**config.mk**
```make
export PLATFORM = sky130hd
export DESIGN_NAME = counter_step_ctrl_flat
export DESIGN_NICKNAME = d
export VERILOG_FILES = /design/src/rtl/counter_step_ctrl_if.sv /design/src/rtl/counter_step_ctrl.sv /design/src/flat_wrapper.sv
export SDC_FILE = /design/constraint.sdc
export NUM_CORES = 1
export LEC_CHECK = 0
export ABC_AREA = 1
export CAP_MARGIN = 20
export CORE_AREA = 10 10 75 77
export CTS_BUF_LIST = sky130_fd_sc_hd__clkbuf_4 sky130_fd_sc_hd__clkbuf_8
export CTS_CLUSTER_SIZE = 12
export DETAILED_ROUTE_END_ITERATION = 8
export DIE_AREA = 0 0 85 87
export GPL_ROUTABILITY_DRIVEN = 1
export MAX_ROUTING_LAYER = met4
export PLACE_DENSITY = 0.76
export SYNTH_ARGS = -nofsm -noshare
export SYNTH_HDL_FRONTEND = slang
export SYNTH_SLANG_ARGS = --single-unit
export TNS_END_PERCENT = 5
```
**constraint.sdc**
```tcl
create_clock -name CLK -period 2.4 [get_ports CLK]
set_clock_uncertainty 0.1 [all_clocks]
set_input_delay 0.72 -clock CLK [delete_from_list [all_inputs] [get_ports CLK]]
set_output_delay 0.72 -clock CLK [all_outputs]
set_load 0.01 [all_outputs]
```
**src/rtl/counter_step_ctrl_if.sv**
```systemverilog
// Button/step bundle between the push-button front end and whoever drives or observes it.
interface counter_step_ctrl_if;
  logic BTN_UP;
  logic BTN_DWN;
  logic ENABLE;
  logic EN;
  logic UP_DWN;
  logic LOCKED;

  modport master (
    output BTN_UP, BTN_DWN, ENABLE,
    input  EN, UP_DWN, LOCKED
  );

  modport slave (
    input  BTN_UP, BTN_DWN, ENABLE,
    output EN, UP_DWN, LOCKED
  );
endinterface

```
**src/rtl/counter_step_ctrl.sv**
```systemverilog
// Push-button front end for the up/down counter: synchronize, debounce, and decode presses
// into single-cycle EN step pulses with auto-repeat, a direction flag and a conflict lockout.
module counter_step_ctrl #(
  parameter int unsigned DEBOUNCE_CYCLES = 4,
  parameter int unsigned REPEAT_CYCLES   = 16
) (
  input logic               CLK,
  input logic               RST,
  counter_step_ctrl_if.slave bus
);

  localparam logic [7:0]  DB_LAST  = 8'(DEBOUNCE_CYCLES - 1);
  localparam logic [15:0] REP_LAST = 16'(REPEAT_CYCLES - 1);
  localparam bit          REP_ON   = (REPEAT_CYCLES != 0);

  typedef enum logic [1:0] {IDLE, UP_HELD, DWN_HELD, LOCK} state_t;

  // index 0 = up button, index 1 = down button
  logic [1:0]      up_sync_q, dwn_sync_q;
  logic [1:0]      btn_sync;
  logic [1:0]      db_q, db_d;
  logic [1:0][7:0] db_cnt_q, db_cnt_d;

  state_t      state_q;
  logic [15:0] rep_q;
  logic        en_q, up_dwn_q, locked_q;
  logic        btn_u, btn_d, own_btn, other_btn, rep_hit;

  assign btn_sync = {dwn_sync_q[1], up_sync_q[1]};
  assign btn_u    = db_q[0];
  assign btn_d    = db_q[1];

  always_comb begin
    db_d     = db_q;
    db_cnt_d = '0;
    for (int i = 0; i < 2; i++) begin
      if (btn_sync[i] != db_q[i]) begin
        if (db_cnt_q[i] == DB_LAST) begin
          db_d[i] = ~db_q[i];
        end else begin
          db_cnt_d[i] = db_cnt_q[i] + 8'd1;
        end
      end
    end
  end

  always_ff @(posedge CLK or posedge RST) begin
    if (RST) begin
      up_sync_q  <= '0;
      dwn_sync_q <= '0;
      db_q       <= '0;
      db_cnt_q   <= '0;
    end else begin
      up_sync_q  <= {up_sync_q[0], bus.BTN_UP};
      dwn_sync_q <= {dwn_sync_q[0], bus.BTN_DWN};
      db_q       <= db_d;
      db_cnt_q   <= db_cnt_d;
    end
  end

  always_comb begin
    own_btn   = 1'b0;
    other_btn = 1'b0;
    rep_hit   = REP_ON && (rep_q == REP_LAST);
    if (state_q == UP_HELD) begin
      own_btn   = btn_u;
      other_btn = btn_d;
    end else if (state_q == DWN_HELD) begin
      own_btn   = btn_d;
      other_btn = btn_u;
    end
  end

  // The repeat counter keeps its phase while ENABLE is low, so a masked step is lost, not delayed.
  always_ff @(posedge CLK or posedge RST) begin
    if (RST) begin
      state_q  <= IDLE;
      rep_q    <= '0;
      en_q     <= 1'b0;
      up_dwn_q <= 1'b0;
      locked_q <= 1'b0;
    end else begin
      en_q     <= 1'b0;
      locked_q <= 1'b0;
      unique case (state_q)
        IDLE: begin
          if (btn_u && btn_d) begin
            state_q  <= LOCK;
            locked_q <= 1'b1;
          end else if (btn_u) begin
            state_q  <= UP_HELD;
            up_dwn_q <= 1'b1;
            en_q     <= bus.ENABLE;
            rep_q    <= '0;
          end else if (btn_d) begin
            state_q  <= DWN_HELD;
            up_dwn_q <= 1'b0;
            en_q     <= bus.ENABLE;
            rep_q    <= '0;
          end
        end
        UP_HELD, DWN_HELD: begin
          if (other_btn) begin
            state_q  <= LOCK;
            locked_q <= 1'b1;
          end else if (!own_btn) begin
            state_q <= IDLE;
          end else if (REP_ON) begin
            if (rep_hit) begin
              rep_q <= '0;
              en_q  <= bus.ENABLE;
            end else begin
              rep_q <= rep_q + 16'd1;
            end
          end
        end
        LOCK: begin
          if (!btn_u && !btn_d) begin
            state_q <= IDLE;
          end else begin
            locked_q <= 1'b1;
          end
        end
      endcase
    end
  end

  assign bus.EN     = en_q;
  assign bus.UP_DWN = up_dwn_q;
  assign bus.LOCKED = locked_q;

endmodule

```
**src/flat_wrapper.sv**
```systemverilog
// flat-port wrapper written by rule: the top's interface ports become plain ports
module counter_step_ctrl_flat 
#(
  parameter int unsigned DEBOUNCE_CYCLES = 4,
  parameter int unsigned REPEAT_CYCLES   = 16
)
  (CLK, RST, bus_BTN_UP, bus_BTN_DWN, bus_ENABLE, bus_EN, bus_UP_DWN, bus_LOCKED);
  counter_step_ctrl_if bus_i ();
  input logic CLK;
  input logic RST;
  input wire logic [$bits(bus_i.BTN_UP)-1:0] bus_BTN_UP;
  input wire logic [$bits(bus_i.BTN_DWN)-1:0] bus_BTN_DWN;
  input wire logic [$bits(bus_i.ENABLE)-1:0] bus_ENABLE;
  output wire logic [$bits(bus_i.EN)-1:0] bus_EN;
  output wire logic [$bits(bus_i.UP_DWN)-1:0] bus_UP_DWN;
  output wire logic [$bits(bus_i.LOCKED)-1:0] bus_LOCKED;
  assign bus_i.BTN_UP = bus_BTN_UP;
  assign bus_i.BTN_DWN = bus_BTN_DWN;
  assign bus_i.ENABLE = bus_ENABLE;
  assign bus_EN = bus_i.EN;
  assign bus_UP_DWN = bus_i.UP_DWN;
  assign bus_LOCKED = bus_i.LOCKED;
  counter_step_ctrl #(.DEBOUNCE_CYCLES(DEBOUNCE_CYCLES), .REPEAT_CYCLES(REPEAT_CYCLES)) u_core (.CLK(CLK), .RST(RST), .bus(bus_i));
endmodule
```
==> results of run 1 <==
==> cell families (layout without fill, tap and decap cells) <==
kind of cell / after synthesis / in the layout / synth area share
xor+xnor: 11 / 11 / 0.03842
simple gates: 209 / 209 / 0.3488
compound gates: 23 / 23 / 0.04890
fa+ha+maj: 11 / 11 / 0.05489
buf+inv: 46 / 59 / 0.07984
flops: 43 / 43 / 0.4291
==> metal layers <==
layer  part of all wire  routed length [um]
met1               0.47                2077
met2               0.50                2214
met3              0.028                 127
met4             0.0092                  41
met5                  0                   0
==> power groups by stage <==
stage / Combinational (W) / Sequential, W / Clock, W
4_1_cts: 0.00106 / 0.000959 / 0.000472
3_5_place_dp: 0.00106 / 0.000974 / 0
5_1_grt: 0.00121 / 0.000981 / 0.000504
2_1_floorplan: 0.000916 / 0.000959 / 0
6_report: 0.00105 / 0.000960 / 0.000457
3_3_place_gp: 0.00104 / 0.000969 / 0
==> synth_stat cells, drive strengths merged <==
| library cell | count | area share |
|---|---|---|
| clkbuf | 1 | 0.0015 |
| dfrtp | 43 | 0.43 |
| a31oi | 1 | 0.0025 |
| nor2 | 56 | 0.085 |
| nand3b | 3 | 0.0090 |
| inv | 42 | 0.063 |
| xnor2 | 6 | 0.021 |
| nand3 | 21 | 0.042 |
| nand2 | 115 | 0.18 |
| nand4 | 7 | 0.017 |
| or2 | 1 | 0.0025 |
| xor2 | 5 | 0.017 |
| o211ai | 1 | 0.0030 |
| nor3 | 6 | 0.012 |
| ha | 11 | 0.055 |
| a21oi | 8 | 0.017 |
| buf | 3 | 0.015 |
| o21ai | 13 | 0.026 |
==> final timing paths <==
path                                       from                    to  slack, ns
max in group asynchronous                   RST    u_core.db_cnt_q[8]       1.12
max                           u_core.bus.UP_DWN            bus_UP_DWN       0.40
min in group asynchronous                   RST       u_core.rep_q[2]       0.60
min reg2reg                u_core.dwn_sync_q[0]  u_core.dwn_sync_q[1]       0.25
min                        u_core.dwn_sync_q[0]  u_core.dwn_sync_q[1]       0.25
max reg2reg                   u_core.state_q[1]      u_core.rep_q[15]       0.49
==> sequential cells by signal (all words and copies together) (netlist names) <==
| signal | cells |
|---|---|
| u_core.bus.EN | 1 |
| u_core.bus.LOCKED | 1 |
| u_core.bus.UP_DWN | 1 |
| u_core.db_cnt_q | 16 |
| u_core.db_q | 2 |
| u_core.dwn_sync_q | 2 |
| u_core.rep_q | 16 |
| u_core.state_q | 2 |
| u_core.up_sync_q | 2 |
==> cell type report <==
cell class,count,area (um2),area share
clock inverter,2,12.51,0.004606
inverter,42,157.7,0.05804
sequential,43,1076,0.3961
multi-input combinational,254,1231,0.4532
clock buffer,6,76.32,0.02810
timing repair buffer,9,97.59,0.03593
tap,52,65.06,0.02395
==> per-stage QoR <==
step | instance area, um2 | utilization
after global placement | 2628 | 0.6206
after global routing | 2716 | 0.6415
after CTS | 2716 | 0.6415
final | 2716 | 0.6415
after floorplan | 2507 | -
after detailed placement | 2628 | 0.6206
==> results.md, run 1 <==
- R2R depth: 11
- Net Count, Synth: around 360
- Start-to-end type of the worst setup path: flop to output pin
- Setup crit start kind: flop
- HPWL reported at the end of detailed placement: 3.321 mm
- TritonCTS Buffers: 5
- Ratio of final minimum period to clock period: 0.8340
- Clock latency on the worst-skew pair: a little under 0.3 ns
- Overall power: 0.002467 W
- Slew at the pin closest to its max-slew limit: approximately 0.62 ns
- Portion of total power attributed to the clock network: 0.185
- DRC violation count after routing: 0
- Worst-path cell chain: clkdlybuf4s50_1
- Bufs on Longest Clock Path: 2
- Largest incremental delay on the critical path: between 0.5 and 0.6 ns
- Routed wire per std cell: 10.93 um
- Aggregate global-route resource usage: 0.1313
- Global placement routability congestion: 0.8806
- Placed Instances: 400
- Max capacitance violation total: 0
- Proportion of layout cells with a drive suffix above 1: 0.06461
- Number of distinct library cell variants in the gate-level netlist after synthesis: 25
- CP max stage cell: sky130_fd_sc_hd__clkdlybuf4s50_1
- Met1 layer usage reported by global route: 0.1503
- Global-route wire length before repair: ~8 mm
- RSZ-0062 raised after global routing: no
- Worst endpoint data arrival time: 1.18 ns
- Total stage count of the critical path: 1
- Synthesis warning total: 0
- Net switching power figure: 0.001043 W
- Flip-flop and latch count after synthesis: between 40 and 50
- Outcome: complete, no violations
- Post-cts gate resize count: 0
- Sum of overflow across all layers after global routing: 0
- Cell-internal power: 0.001424 W
- Maximum number of pins on one net before global-route repair: 32
- Ratio of routed vias to standard cells: roughly 5.1
- Power per Cell Area: 908.3 mW/mm2
- Gate power share: 0.425
- Static Leak: 1.366 nW
- Required arrival time at the worst endpoint: 1.58 ns
- Sequential share of the synthesized area: 0.4291
- Clock tree from TritonCTS: yes
- Sequential Power Share: 0.389
- Fmax: 499.6 MHz
- Most common cell after layout, fill and taps aside: sky130_fd_sc_hd__nand2_1
- Max_slew headroom: 0.5834
- Initial DRC count: 122
- Buffering stage count on the worst path with inverters included: 1
- Number of pins with negative max-slew slack in the final report: 0
- Remaining number of nets flagged by the antenna check after routing: 0
- Reg clk slew, reported paths: around 0.08 ns
- Setup crit end kind: output pin
- Min cycle time layout: roughly 2 ns
- Worst-path fanout max: 2
- Post-synthesis cell count: 343
- Commonest cells after routing, fill and taps aside: 106 x sky130_fd_sc_hd__nand2_1, 55 x sky130_fd_sc_hd__nor2_1, 43 x sky130_fd_sc_hd__dfrtp_1, 40 x sky130_fd_sc_hd__inv_1, 21 x sky130_fd_sc_hd__nand3_1
- Final hold viol count: 0
- Clock Root Buffer: sky130_fd_sc_hd__clkbuf_8
- Final-layout worst hold slack: between 0.2 and 0.3 ns
- Worst Slack Setup Final: 0.3985 ns
- Number of buffer cells added on primary ports: 7
- Final-layout setup total negative slack: 0 ns
- Clock Sink Count: 43
- Width of the chip: 85 um
- Global routing met3 resource utilization: 0.02809
- Die height: 87 um
- Switching share of power: 0.4227
- Final setup violation count: 0
- Number of antenna violations at the first check in global routing: 0
- Placement Setup Slack: roughly 0.48 ns
- Effective utilization at floorplan: 0.5922
- Post-synthesis area per instance: 7.310 um2
- Area enclosed by the die boundary: 0.007395 mm2
- Number of nets in the layout: around 370
- Family with the most delay on the worst path: buffers and inverters
- Total length of routed wires: 4.460 mm
- Antenna diodes: 0
- Cell Area, Synth: 0.002507 mm2
- IR drop worst, VDD: around 0.38 mV
- Area growth from synthesis to final layout: 8.334%
- Standard-cell rows: 24
- Type of the tightest min-delay check: flop to flop
- Via count of the first global-routing pass: 1961
- Depth of the worst hold-timing path: 0
- Fillers: 373
- Hold Buf Count CTS: 0
- Detailed-routing iteration count for the pre-antenna-repair pass: 5
- Met2 layer usage reported by global route: 0.2275
- Core footprint: roughly 0.0042 mm2
- Number of top-level design ports: 8
- Highest-utilization routing layer at the global route stage: met2
- Maximum level of the CTS H-tree: 2
- Overall via count from detail_route: 2061
- Post-CTS setup buffer count: 0
- Final std cells w/o fill: 408
Note: power is estimated with default switching activity, not from simulation.
==> inputs of run 2 (changes only) <==
--- a/config.mk
+++ b/config.mk
@@ -7,14 +7,14 @@
 export LEC_CHECK = 0
 export ABC_AREA = 1
 export CAP_MARGIN = 20
-export CORE_AREA = 10 10 75 77
+export CORE_AREA = 10 10 78 80
 export CTS_BUF_LIST = sky130_fd_sc_hd__clkbuf_4 sky130_fd_sc_hd__clkbuf_8
 export CTS_CLUSTER_SIZE = 12
 export DETAILED_ROUTE_END_ITERATION = 8
-export DIE_AREA = 0 0 85 87
+export DIE_AREA = 0 0 88 90
 export GPL_ROUTABILITY_DRIVEN = 1
 export MAX_ROUTING_LAYER = met4
-export PLACE_DENSITY = 0.76
+export PLACE_DENSITY = 0.73
 export SYNTH_ARGS = -nofsm -noshare
 export SYNTH_HDL_FRONTEND = slang
 export SYNTH_SLANG_ARGS = --single-unit
==> constraint.sdc (replaced) <==
create_clock -name CLK -period 1.6 [get_ports CLK]
set_clock_uncertainty 0.1 [all_clocks]
set_input_delay 0.48 -clock CLK [delete_from_list [all_inputs] [get_ports CLK]]
set_output_delay 0.48 -clock CLK [all_outputs]
set_load 0.01 [all_outputs]
==> results.md, run 2 (synthesized netlist as in run 1, its figures left out) <==
- Ratio of final minimum period to clock period: 1.034
- Core footprint: 0.004598 mm2
- Power per Cell Area: about 1600 mW/mm2
- Sum of overflow across all layers after global routing: 0
- Worst-path fanout max: 6
- TritonCTS Buffers: 5
- Bufs on Longest Clock Path: 2
- Slew at the pin closest to its max-slew limit: 0.2664 ns
- Global-route wire length before repair: around 9.2 mm
- Leading registers by flop count: u_core.db_cnt_q x16, u_core.rep_q x16
- Clock latency on the worst-skew pair: 0.31 ns
- Number of pins with negative max-slew slack in the final report: 0
- Number of top-level design ports: 8
- Effective utilization at floorplan: 0.5453
- Standard-cell rows: 25
- Clock tree from TritonCTS: yes
- HPWL reported at the end of detailed placement: 3.793 mm
- DRC violation count after routing: 0
- Total length of routed wires: approximately 5.4 mm
- Number of buffer cells added on primary ports: 7
- Global placement routability congestion: 0.8695
- Overall via count from detail_route: around 2200
- Ratio of routed vias to standard cells: around 5.1
- Setup crit end kind: flop
- Required arrival time at the worst endpoint: 1.74 ns
- Reg clk slew, reported paths: 0.08 ns
- Clock Sink Count: between 40 and 50
- Final-layout setup total negative slack: -0.4091 ns
- RSZ-0062 raised after global routing: yes
- Failing checks: setup timing
- Min cycle time layout: around 1.7 ns
- Maximum number of pins on one net before global-route repair: 23
- Routed wire per std cell: 12.40 um
- Setup crit start kind: flop
- Aggregate global-route resource usage: 0.1419
- Remaining number of nets flagged by the antenna check after routing: 0
- Maximum level of the CTS H-tree: 2
- Placement Setup Slack: -0.2007 ns
- Number of antenna violations at the first check in global routing: 0
- Proportion of layout cells with a drive suffix above 1: 0.1771
- Initial DRC count: between 100 and 150
- Die height: ~90 um
- Start-to-end type of the worst setup path: flop to flop
- Static Leak: 1.545 nW
- IR drop worst, VDD: around 0.98 mV
- Type of the tightest min-delay check: flop to flop
- Area enclosed by the die boundary: a little under 0.008 mm2
- Antenna diodes: 0
- Width of the chip: about 90 um
- Final std cells w/o fill: 438
- Hold Buf Count CTS: 0
- Commonest cells after routing, fill and taps aside: 102 x sky130_fd_sc_hd__nand2_1, 52 x sky130_fd_sc_hd__nor2_1, 41 x sky130_fd_sc_hd__dfrtp_1, 38 x sky130_fd_sc_hd__inv_1, 25 x sky130_fd_sc_hd__buf_4
- Worst endpoint data arrival time: 1.79 ns
- Most common cell after layout, fill and taps aside: sky130_fd_sc_hd__nand2_1
- Clock Root Buffer: sky130_fd_sc_hd__clkbuf_8
- Number of nets in the layout: 399
- Placed Instances: 426
- Fmax: approximately 600 MHz
- Max capacitance violation total: 0
- Final setup violation count: 17
- Worst Slack Setup Final: -0.05413 ns
- Via count of the first global-routing pass: 2178
- Outcome: complete, but fails checks
- Area growth from synthesis to final layout: 22.90%
- Post-route cell area: 0.003082 mm2
- Final-layout worst hold slack: 0.2569 ns
- Detailed-routing iteration count for the pre-antenna-repair pass: 4
- Final hold viol count: 0
- Post-DP Area: 0.002815 mm2
- Max_slew headroom: 0.8224
-- run 2: cell count changes in the layout (fill, tap and decap cells not counted), sizes merged --
| cell | delta |
|---|---|
| buf | +26 |
| clkdlybuf4s50 | -3 |
| nor2 | +1 |
| clkinvlp | +1 |
| bufinv | +2 |
| dlygate4sd2 | +3 |
| clkinv | -2 |
-- run 2: area by class of cell --
cell class	instances	area [um2]
clock buffer	5	68.82
clock inverter	3	67.56
fill	398	1516
inverter	42	161.4
multi-input combinational	255	1308
sequential	43	1079
tap	54	67.56
timing repair buffer	36	330.3
-- run 2: where the power goes --
group	leakage (nW)	internal (W)	switching [W]	total, W
combinational	0.911	0.00118	0.00148	0.00266
sequential	0.569	0.00127	0.000132	0.00140
clock	0.0644	0.000623	0.000398	0.00102
total	1.54	0.00307	0.00201	0.00508
-- run 2: worst paths after layout --
| kind | from | endpoint | slack [ns] | depth (start not counted) |
|---|---|---|---|---|
| worst max-delay path | u_core.state_q[1] | u_core.rep_q[1] | -0.05 | 11 |
| worst min-delay path | u_core.up_sync_q[0] | u_core.up_sync_q[1] | 0.26 | 0 |
| worst max register to register | u_core.state_q[1] | u_core.rep_q[1] | -0.05 | 11 |
| worst min register to register | u_core.up_sync_q[0] | u_core.up_sync_q[1] | 0.26 | 0 |
| max in group asynchronous | RST | u_core.db_cnt_q[13] | 0.68 | 3 |
| min in group asynchronous | RST | u_core.rep_q[7] | 0.44 | 3 |
-- run 2: critical path, cell delays in order (launching register included) --
cell and delay, ns:
sky130_fd_sc_hd__dfrtp_1 0.40, sky130_fd_sc_hd__buf_6 0.13, sky130_fd_sc_hd__ha_4 0.16, sky130_fd_sc_hd__nand2_2 0.07, sky130_fd_sc_hd__nand2_2 0.06, sky130_fd_sc_hd__nand2_2 0.08, sky130_fd_sc_hd__nand2_2 0.06, sky130_fd_sc_hd__nand2_2 0.07
sky130_fd_sc_hd__nand2_4 0.10, sky130_fd_sc_hd__nor2_4 0.23, sky130_fd_sc_hd__nand2_1 0.08, sky130_fd_sc_hd__nand2_1 0.06
-- run 2: layer usage --
layer	GRT usage	vias up	share of wire
met5	-	-	0
met2	0.2397	24	0.51
met1	0.1609	1056	0.45
met3	0.03339	11	0.021
li1	-	1148	-
met4	0.04122	0	0.017
-- run 2: metrics by stage --
stage	util	total power (W)
after detailed placement	0.6122	0.003493
after floorplan	-	0.002816
final	0.6702	0.005081
after CTS	0.6452	0.004578
after global placement	0.6122	0.003427
after global routing	0.6702	0.005438
-- run 2: repair_timing --
action | 4_1_cts | 5_1_grt
gates cloned | 0 | 2
setup endpoints to repair | 21 | 18
resized for setup | 10 | 21
setup buffers | 0 | 2
pin swaps | 0 | 9
==> inputs of run 3 (changes only) <==
--- a/config.mk
+++ b/config.mk
@@ -9,7 +9,7 @@
 export CAP_MARGIN = 20
 export CORE_AREA = 10 10 78 80
 export CTS_BUF_LIST = sky130_fd_sc_hd__clkbuf_4 sky130_fd_sc_hd__clkbuf_8
-export CTS_CLUSTER_SIZE = 12
+export CTS_CLUSTER_SIZE = 24
 export DETAILED_ROUTE_END_ITERATION = 8
 export DIE_AREA = 0 0 88 90
 export GPL_ROUTABILITY_DRIVEN = 1
==> results of run 3 <==
The final DEF is identical to that of run 2; final timing and power are the same.
